File: src/rtl/sum_window_accumulator_pkg.sv
// Width helpers shared by the window accumulator, its interface and its bench.
// Every width is derived from the adder operand width and the window length.
package sum_accum_pkg;

  // Sized so that NUM_SAMPLES maximal sums can never overflow the accumulator.
  function automatic int acc_width(input int data_width, input int num_samples);
    return data_width + 1 + $clog2(num_samples);
  endfunction

  function automatic int car_width(input int num_samples);
    return $clog2(num_samples + 1);
  endfunction

  function automatic int cnt_width(input int num_samples);
    return (num_samples <= 1) ? 1 : $clog2(num_samples);
  endfunction

endpackage

File: src/rtl/sum_window_accumulator_if.sv
// Input sum stream and windowed result stream of the accumulator.
// The slave view belongs to the accumulator; the master view belongs to the producer/consumer side.
interface sum_window_accumulator_if #(
  parameter int DATA_WIDTH  = 8,
  parameter int NUM_SAMPLES = 4
) ();
  import sum_accum_pkg::*;

  localparam int SW = DATA_WIDTH + 1;
  localparam int AW = acc_width(DATA_WIDTH, NUM_SAMPLES);
  localparam int CW = car_width(NUM_SAMPLES);

  logic          in_valid;
  logic          in_ready;
  logic [SW-1:0] in_sum;
  logic          clear;
  logic          out_valid;
  logic          out_ready;
  logic [AW-1:0] out_acc;
  logic [SW-1:0] out_max;
  logic [CW-1:0] out_carries;

  modport slave (
    input  in_valid, in_sum, clear, out_ready,
    output in_ready, out_valid, out_acc, out_max, out_carries
  );

  modport master (
    output in_valid, in_sum, clear, out_ready,
    input  in_ready, out_valid, out_acc, out_max, out_carries
  );

endinterface

File: src/rtl/sum_window_accumulator.sv
// Accumulates total, maximum and carry count of adder sums over fixed windows.
// The working window and the held result are separate registers so accumulation overlaps the output wait.
module sum_window_accumulator
  import sum_accum_pkg::*;
#(
  parameter int DATA_WIDTH  = 8,
  parameter int NUM_SAMPLES = 4
) (
  input  logic                    clk,
  input  logic                    rst,
  sum_window_accumulator_if.slave bus
);

  localparam int SW = DATA_WIDTH + 1;
  localparam int AW = acc_width(DATA_WIDTH, NUM_SAMPLES);
  localparam int CW = car_width(NUM_SAMPLES);
  localparam int NW = cnt_width(NUM_SAMPLES);
  localparam logic [NW-1:0] LAST_CNT = NW'(NUM_SAMPLES - 1);

  logic [AW-1:0] r_acc;
  logic [SW-1:0] r_max;
  logic [CW-1:0] r_car;
  logic [NW-1:0] r_cnt;

  logic          r_out_valid;
  logic [AW-1:0] r_out_acc;
  logic [SW-1:0] r_out_max;
  logic [CW-1:0] r_out_car;

  logic          w_last;
  logic          w_in_ready;
  logic          w_accept;
  logic          w_xfer;
  logic [AW-1:0] w_acc_nxt;
  logic [SW-1:0] w_max_nxt;
  logic [CW-1:0] w_car_nxt;

  // Stall only when the next sample would complete a window into an occupied output.
  assign w_last     = (r_cnt == LAST_CNT);
  assign w_in_ready = !rst && !bus.clear && (!r_out_valid || bus.out_ready || !w_last);
  assign w_accept   = bus.in_valid && w_in_ready;
  assign w_xfer     = r_out_valid && bus.out_ready;

  assign w_acc_nxt = r_acc + AW'(bus.in_sum);
  assign w_max_nxt = (bus.in_sum > r_max) ? bus.in_sum : r_max;
  assign w_car_nxt = r_car + CW'(bus.in_sum[SW-1]);

  always_ff @(posedge clk) begin
    if (rst) begin
      r_acc       <= '0;
      r_max       <= '0;
      r_car       <= '0;
      r_cnt       <= '0;
      r_out_valid <= 1'b0;
      r_out_acc   <= '0;
      r_out_max   <= '0;
      r_out_car   <= '0;
    end else begin
      // Completion is evaluated after the transfer so a same-cycle new result keeps out_valid high.
      if (w_xfer) begin
        r_out_valid <= 1'b0;
      end
      if (bus.clear) begin
        r_acc <= '0;
        r_max <= '0;
        r_car <= '0;
        r_cnt <= '0;
      end else if (w_accept) begin
        if (w_last) begin
          r_out_valid <= 1'b1;
          r_out_acc   <= w_acc_nxt;
          r_out_max   <= w_max_nxt;
          r_out_car   <= w_car_nxt;
          r_acc       <= '0;
          r_max       <= '0;
          r_car       <= '0;
          r_cnt       <= '0;
        end else begin
          r_acc <= w_acc_nxt;
          r_max <= w_max_nxt;
          r_car <= w_car_nxt;
          r_cnt <= r_cnt + NW'(1);
        end
      end
    end
  end

  assign bus.in_ready    = w_in_ready;
  assign bus.out_valid   = r_out_valid;
  assign bus.out_acc     = r_out_acc;
  assign bus.out_max     = r_out_max;
  assign bus.out_carries = r_out_car;

endmodule

File: src/flat_wrapper.sv
// flat-port wrapper written by rule: the top's interface ports become plain ports
module sum_window_accumulator_flat import sum_accum_pkg::*;
#(
  parameter int DATA_WIDTH  = 8,
  parameter int NUM_SAMPLES = 4
)
  (clk, rst, bus_in_valid, bus_in_sum, bus_clear, bus_out_ready, bus_in_ready, bus_out_valid, bus_out_acc, bus_out_max, bus_out_carries);
  sum_window_accumulator_if #(.DATA_WIDTH(DATA_WIDTH), .NUM_SAMPLES(NUM_SAMPLES)) bus_i ();
  input  logic clk;
  input  logic rst;
  input wire logic [$bits(bus_i.in_valid)-1:0] bus_in_valid;
  input wire logic [$bits(bus_i.in_sum)-1:0] bus_in_sum;
  input wire logic [$bits(bus_i.clear)-1:0] bus_clear;
  input wire logic [$bits(bus_i.out_ready)-1:0] bus_out_ready;
  output wire logic [$bits(bus_i.in_ready)-1:0] bus_in_ready;
  output wire logic [$bits(bus_i.out_valid)-1:0] bus_out_valid;
  output wire logic [$bits(bus_i.out_acc)-1:0] bus_out_acc;
  output wire logic [$bits(bus_i.out_max)-1:0] bus_out_max;
  output wire logic [$bits(bus_i.out_carries)-1:0] bus_out_carries;
  assign bus_i.in_valid = bus_in_valid;
  assign bus_i.in_sum = bus_in_sum;
  assign bus_i.clear = bus_clear;
  assign bus_i.out_ready = bus_out_ready;
  assign bus_in_ready = bus_i.in_ready;
  assign bus_out_valid = bus_i.out_valid;
  assign bus_out_acc = bus_i.out_acc;
  assign bus_out_max = bus_i.out_max;
  assign bus_out_carries = bus_i.out_carries;
  sum_window_accumulator #(.DATA_WIDTH(DATA_WIDTH), .NUM_SAMPLES(NUM_SAMPLES)) u_core (.clk(clk), .rst(rst), .bus(bus_i));
endmodule
File: config.mk
export PLATFORM = sky130hd
export DESIGN_NAME = sum_window_accumulator_flat
export DESIGN_NICKNAME = d
export VERILOG_FILES = /design/src/rtl/sum_window_accumulator_pkg.sv /design/src/rtl/sum_window_accumulator_if.sv /design/src/rtl/sum_window_accumulator.sv /design/src/flat_wrapper.sv
export SDC_FILE = /design/constraint.sdc
export NUM_CORES = 1
export LEC_CHECK = 0
export CAP_MARGIN = 20
export CORE_MARGIN = 2
export CORE_UTILIZATION = 23
export CTS_CLUSTER_SIZE = 14
export DETAILED_ROUTE_END_ITERATION = 12
export SETUP_SLACK_MARGIN = 0.2
export SLEW_MARGIN = 25
export SYNTH_ARGS = -nofsm -noshare
export SYNTH_HDL_FRONTEND = slang
export SYNTH_SLANG_ARGS = --single-unit
File: constraint.sdc
create_clock -name clk -period 4.7 [get_ports clk]
set_input_delay 0.94 -clock clk [delete_from_list [all_inputs] [get_ports clk]]
set_output_delay 0.94 -clock clk [all_outputs]
set_load 0.01 [all_outputs]
== After elaboration in Yosys (flattened, before gate mapping) ==
Index checks and enable logic that the tools add are counted.
Storage, ports and cells
  register bits after elaboration: 49
  bits in latches: 0
  bits in writable memories: 0
  memory bits (read-only): 0
  output and inout port bits: 25
  word-level logic and storage cells: 35
  memories: 0
Operators by class
  add/subtract/negate cells: 3
  multipliers: 0
  div/mod/pow operators: 0
  order comparisons: 1
  equality and inequality tests: 1
  shift operators: 0
  multiplexer cells: 9
  bitwise gates (word level): 1
  reductions and logical operators: 12
Operator list (number)
  $mux 9: 2
  $add 11x9->11: 1
  $mux 11: 1
  $gt 9x9->1: 1
  $logic_and 1x1->1: 4
  $logic_not 1->1: 4
  $mux 1: 4
  $add 3x1->3: 1
  $mux 3: 1
  $reduce_and 3->1: 1
  $add 2x1->2 const B: 1
  $eq 2x2->1 const B: 1
  $logic_or 1x1->1: 2
  $mux 2: 1
  $reduce_or 2->1: 1
  $not 1->1: 1

== Depth between registers and ports, before layout ==
  depth after elaboration: 7
  mapped depth: 10

== Least setup slack after synthesis ==
No wires, ideal clock.
  kind: input port to flip-flop
  from: in bus_in_sum[6]
  to: reg u_core.r_max[1]
  data arrival time: 2618 ps
  path slack: 1965 ps
  cell stages on the path: 9
  buffers on the path: 2
  cell sequence: ha_1 > a211oi_2 > nor2_1 > a2111oi_4 > a21oi_2 > buf_6 > and2_4 > buf_6 > a22o_1
On the way
  word-level cells in the longest chain between the ends: 3
Ends and longest elaborated chain
  from (decl): RTL line flat_wrapper.sv:12  | input wire logic [$bits(bus_i.in_sum)-1:0] bus_in_sum;
  $gt 9x9->1: RTL line sum_window_accumulator.sv:45  | assign w_max_nxt = (bus.in_sum > r_max) ? bus.in_sum : r_max;
  $mux 9: RTL line sum_window_accumulator.sv:45
  $mux 9: RTL line sum_window_accumulator.sv:69  | if (w_last) begin
  to (signal assigned): RTL line sum_window_accumulator.sv:80  | r_max <= w_max_nxt;
  to (decl): RTL line sum_window_accumulator.sv:21  | logic [SW-1:0] r_max;
Every way passes these cells.
A chain may end at the register's enable or synchronous reset.

== Worst setup path after layout ==
  from: in bus_clear
  to: out bus_in_ready
On the way
  word-level cells in the longest chain between the ends: 3
Ends and longest elaborated chain
  from (decl): RTL line flat_wrapper.sv:13  | input wire logic [$bits(bus_i.clear)-1:0] bus_clear;
  $logic_not 1->1: RTL line sum_window_accumulator.sv:40  | assign w_in_ready = !rst && !bus.clear && (!r_out_valid || bus.out_ready || !w_last);
  $logic_and 1x1->1 (2 in a row): RTL line sum_window_accumulator.sv:40
  to (decl): RTL line flat_wrapper.sv:15  | output wire logic [$bits(bus_i.in_ready)-1:0] bus_in_ready;
Every way passes these cells.

==> impl_metrics.toml <==
[outcome]
outcome = "complete, no violations"

[timing]
setup_viol = 0
slew_viol_final = 0
post-route-period-util_pct = 73.2
finClkSkew_ps = 5.56
tns_ps = 0
timing.final.hold_violations = 0
finalCriticalPeriod_ps = 3440
relSlewSlack_pct = 44.0
max_freq_ghz = 0.290
rsz0062_at_grt = "false"
worst_pin_slew_ps = 840
holdWs_ps = 463

[clock_network]
cts_tree = "built"
postCtsSetupRepairBufs = 0
cts_buffer_depth = 2
htreeDepth = 2
path_clk_slew_ps = 80
hold_buffers = 0
insertion_delay_ps = 300
cts_inserted_buffers = 5
cts.sinks = 49
cts_resized = 0
cts-root-buf = "clkbuf_8"

[worst_setup_path]
start_kind = "input pin"
end_kind = "output pin"
crit_fanout = 15
cp.arrival_ps = 2500
r2r_end = "u_core.bus.out_acc[10]"
r2r_setup_slack_ps = 2210
cp.required_ps = 3760
rr_startpoint = "u_core.r_cnt[0]"
r2r_cells = 4
criticalPathCategory = "in -> out"

[power_and_ir_drop]
p_per_area_nw_per_um2 = 246
leakage_nw = 1.16
ir_drop_v = 0.0000957
p_total_uw = 782

[yosys]
synth_warnings = 0
synth_cell_type_count = 48
synth_ff_type = "dfxtp_1"
ys_ff_latch = 49
netlist_instances = 292
synth_top_cells_by_count = "dfxtp_1, nor2_1, a21oi_1"
ys_seq_area_share_pct = 37.9
synth_top_area_share_pct = 37.9
yosysMostFrequentCell = "dfxtp_1"
syn_nets = 328
synth_edf_count = 0
synth_area_um2 = 2580
syn_avg_cell_area_um2 = 8.85
synth_top_area_cell = "dfxtp_1"
async_flop_share_pct = 0
synth.area.top_cells = "dfxtp_1, ha_1, a21oi_1, nor2_1, mux2i_1"

[global_route]
overflow = 0
grt_max_degree = 28
first_global_vias = 2117
grt_usage_pct = 10.9
antenna_found_initial = 0
grt_pass1_wl_um = 10200

[detailed_routing]
wire_per_inst_um = 13.7
viasPerCell = 4.68
wirelength_um = 6370
post-route-drc-count = 0
vias = 2175
ant_nets = 0
first_pass_iters = 5
drtIter0Drc = 65

[finish]
layout.nets = 362
drive_gt1_share_pct = 5.85
antenna_cells = 0
n_fill_cell = 1141
areaGrowthSynthToFinish_pct = 22.8

[worst_hold_path]
min-delay-start = "u_core.bus.out_carries[1]"
holdCritPathClass = "reg -> reg"
worstHoldEndpoint = "u_core.bus.out_carries[1]"
whs_path_depth = 2

[floorplan]
die-area_um2 = 12100
die_w_um = 110
die_h_um = 110
core_area_um2 = 10900
start_util_pct = 23.7
io_pins = 39
rows = 38

[place]
port_buffers = 38
gp_congestion = 0.808
dp_hpwl_um = 4680

[job]
maxCapViolCount = 0
power by group:
| group | total [mW] | internal [mW] | switching, mW |
|---|---|---|---|
| clock | 0.233 | 0.0983 | 0.134 |
| sequential | 0.432 | 0.423 | 0.00868 |
| combinational | 0.118 | 0.0538 | 0.0638 |
placed cells by master (no fill, tap or decap), types with 2 or more instances in the layout:
cell,count
a211oi_1,10
a21o_1,2
a21oi_1,27
a221oi_1,2
a22o_1,8
a22oi_1,3
a32o_1,3
and4_1,3
buf_4,5
clkbuf_8,5
clkdlybuf4s50_1,38
dfxtp_1,49
ha_1,21
inv_1,15
mux2i_1,9
nand2_1,24
nand2b_1,4
nand3_1,4
nand3b_1,4
nand4_1,3
nor2_1,32
nor2b_1,3
nor3_1,6
nor3b_1,3
o211ai_1,2
o21ai_0,5
o21ai_1,6
o31ai_1,3
xnor2_1,6
layout make-up:
type / count / area, um^2 / share of cell area (%)
sequential: 49 / 981 / 30.9
clock buffer: 5 / 68.8 / 2.17
multi-input combinational: 212 / 1470 / 46.3
inverter: 15 / 56.3 / 1.77
timing repair buffer: 43 / 418 / 13.2
clock inverter: 1 / 5.00 / 0.158
tap: 140 / 175 / 5.52
registers in the layout, indices dropped and copies added (netlist names):
register                count
u_core.r_cnt                2
u_core.bus.out_carries      3
u_core.r_car                3
u_core.bus.out_valid        1
u_core.bus.out_max          9
u_core.bus.out_acc         11
u_core.r_acc               11
u_core.r_max                9
cells by family after synthesis:
logic type / after synthesis / share of synthesized area (%)
xor+xnor: 7 / 2.37
mux: 9 / 3.49
simple gates: 93 / 17.6
compound gates: 81 / 22.5
fa+ha+maj: 22 / 10.9
buf+inv: 31 / 5.18
flops: 49 / 37.9
critical path: stages:
cell and delay [ps]:
clkdlybuf4s50_1 440, or2_1 220, buf_4 210, a21oi_1 140, clkdlybuf4s50_1 550
through the flow:
step	std cells	util [%]	instance area, um^2	setup WS (ps)
5_1_grt	465	29.2	3170	1170
3_5_place_dp	459	28.5	3100	1100
2_1_floorplan	292	-	2580	1970
4_1_cts	465	29.2	3170	1250
6_report	465	29.2	3170	1260
3_3_place_gp	459	28.5	3100	1200
worst max-delay path by stage:
| stage | startpoint | to | slack, ps |
|---|---|---|---|
| after global placement | bus_in_sum[4] | u_core.r_max[1] | 1200 |
| after detailed placement | bus_in_sum[8] | u_core.r_max[0] | 1100 |
| after global routing | bus_clear | bus_in_ready | 1170 |
| after floorplan | bus_in_sum[6] | u_core.r_max[1] | 1970 |
| final | bus_clear | bus_in_ready | 1260 |
| after CTS | bus_clear | bus_in_ready | 1250 |
metal layers:
metal	wire, um	GRT usage [%]	up-vias
met4	155	4.70	0
li1	-	-	1120
met1	2930	13.0	1007
met3	242	2.06	11
met2	3050	18.8	37
met5	0	0	-
Power figures use the tool's default switching activity.
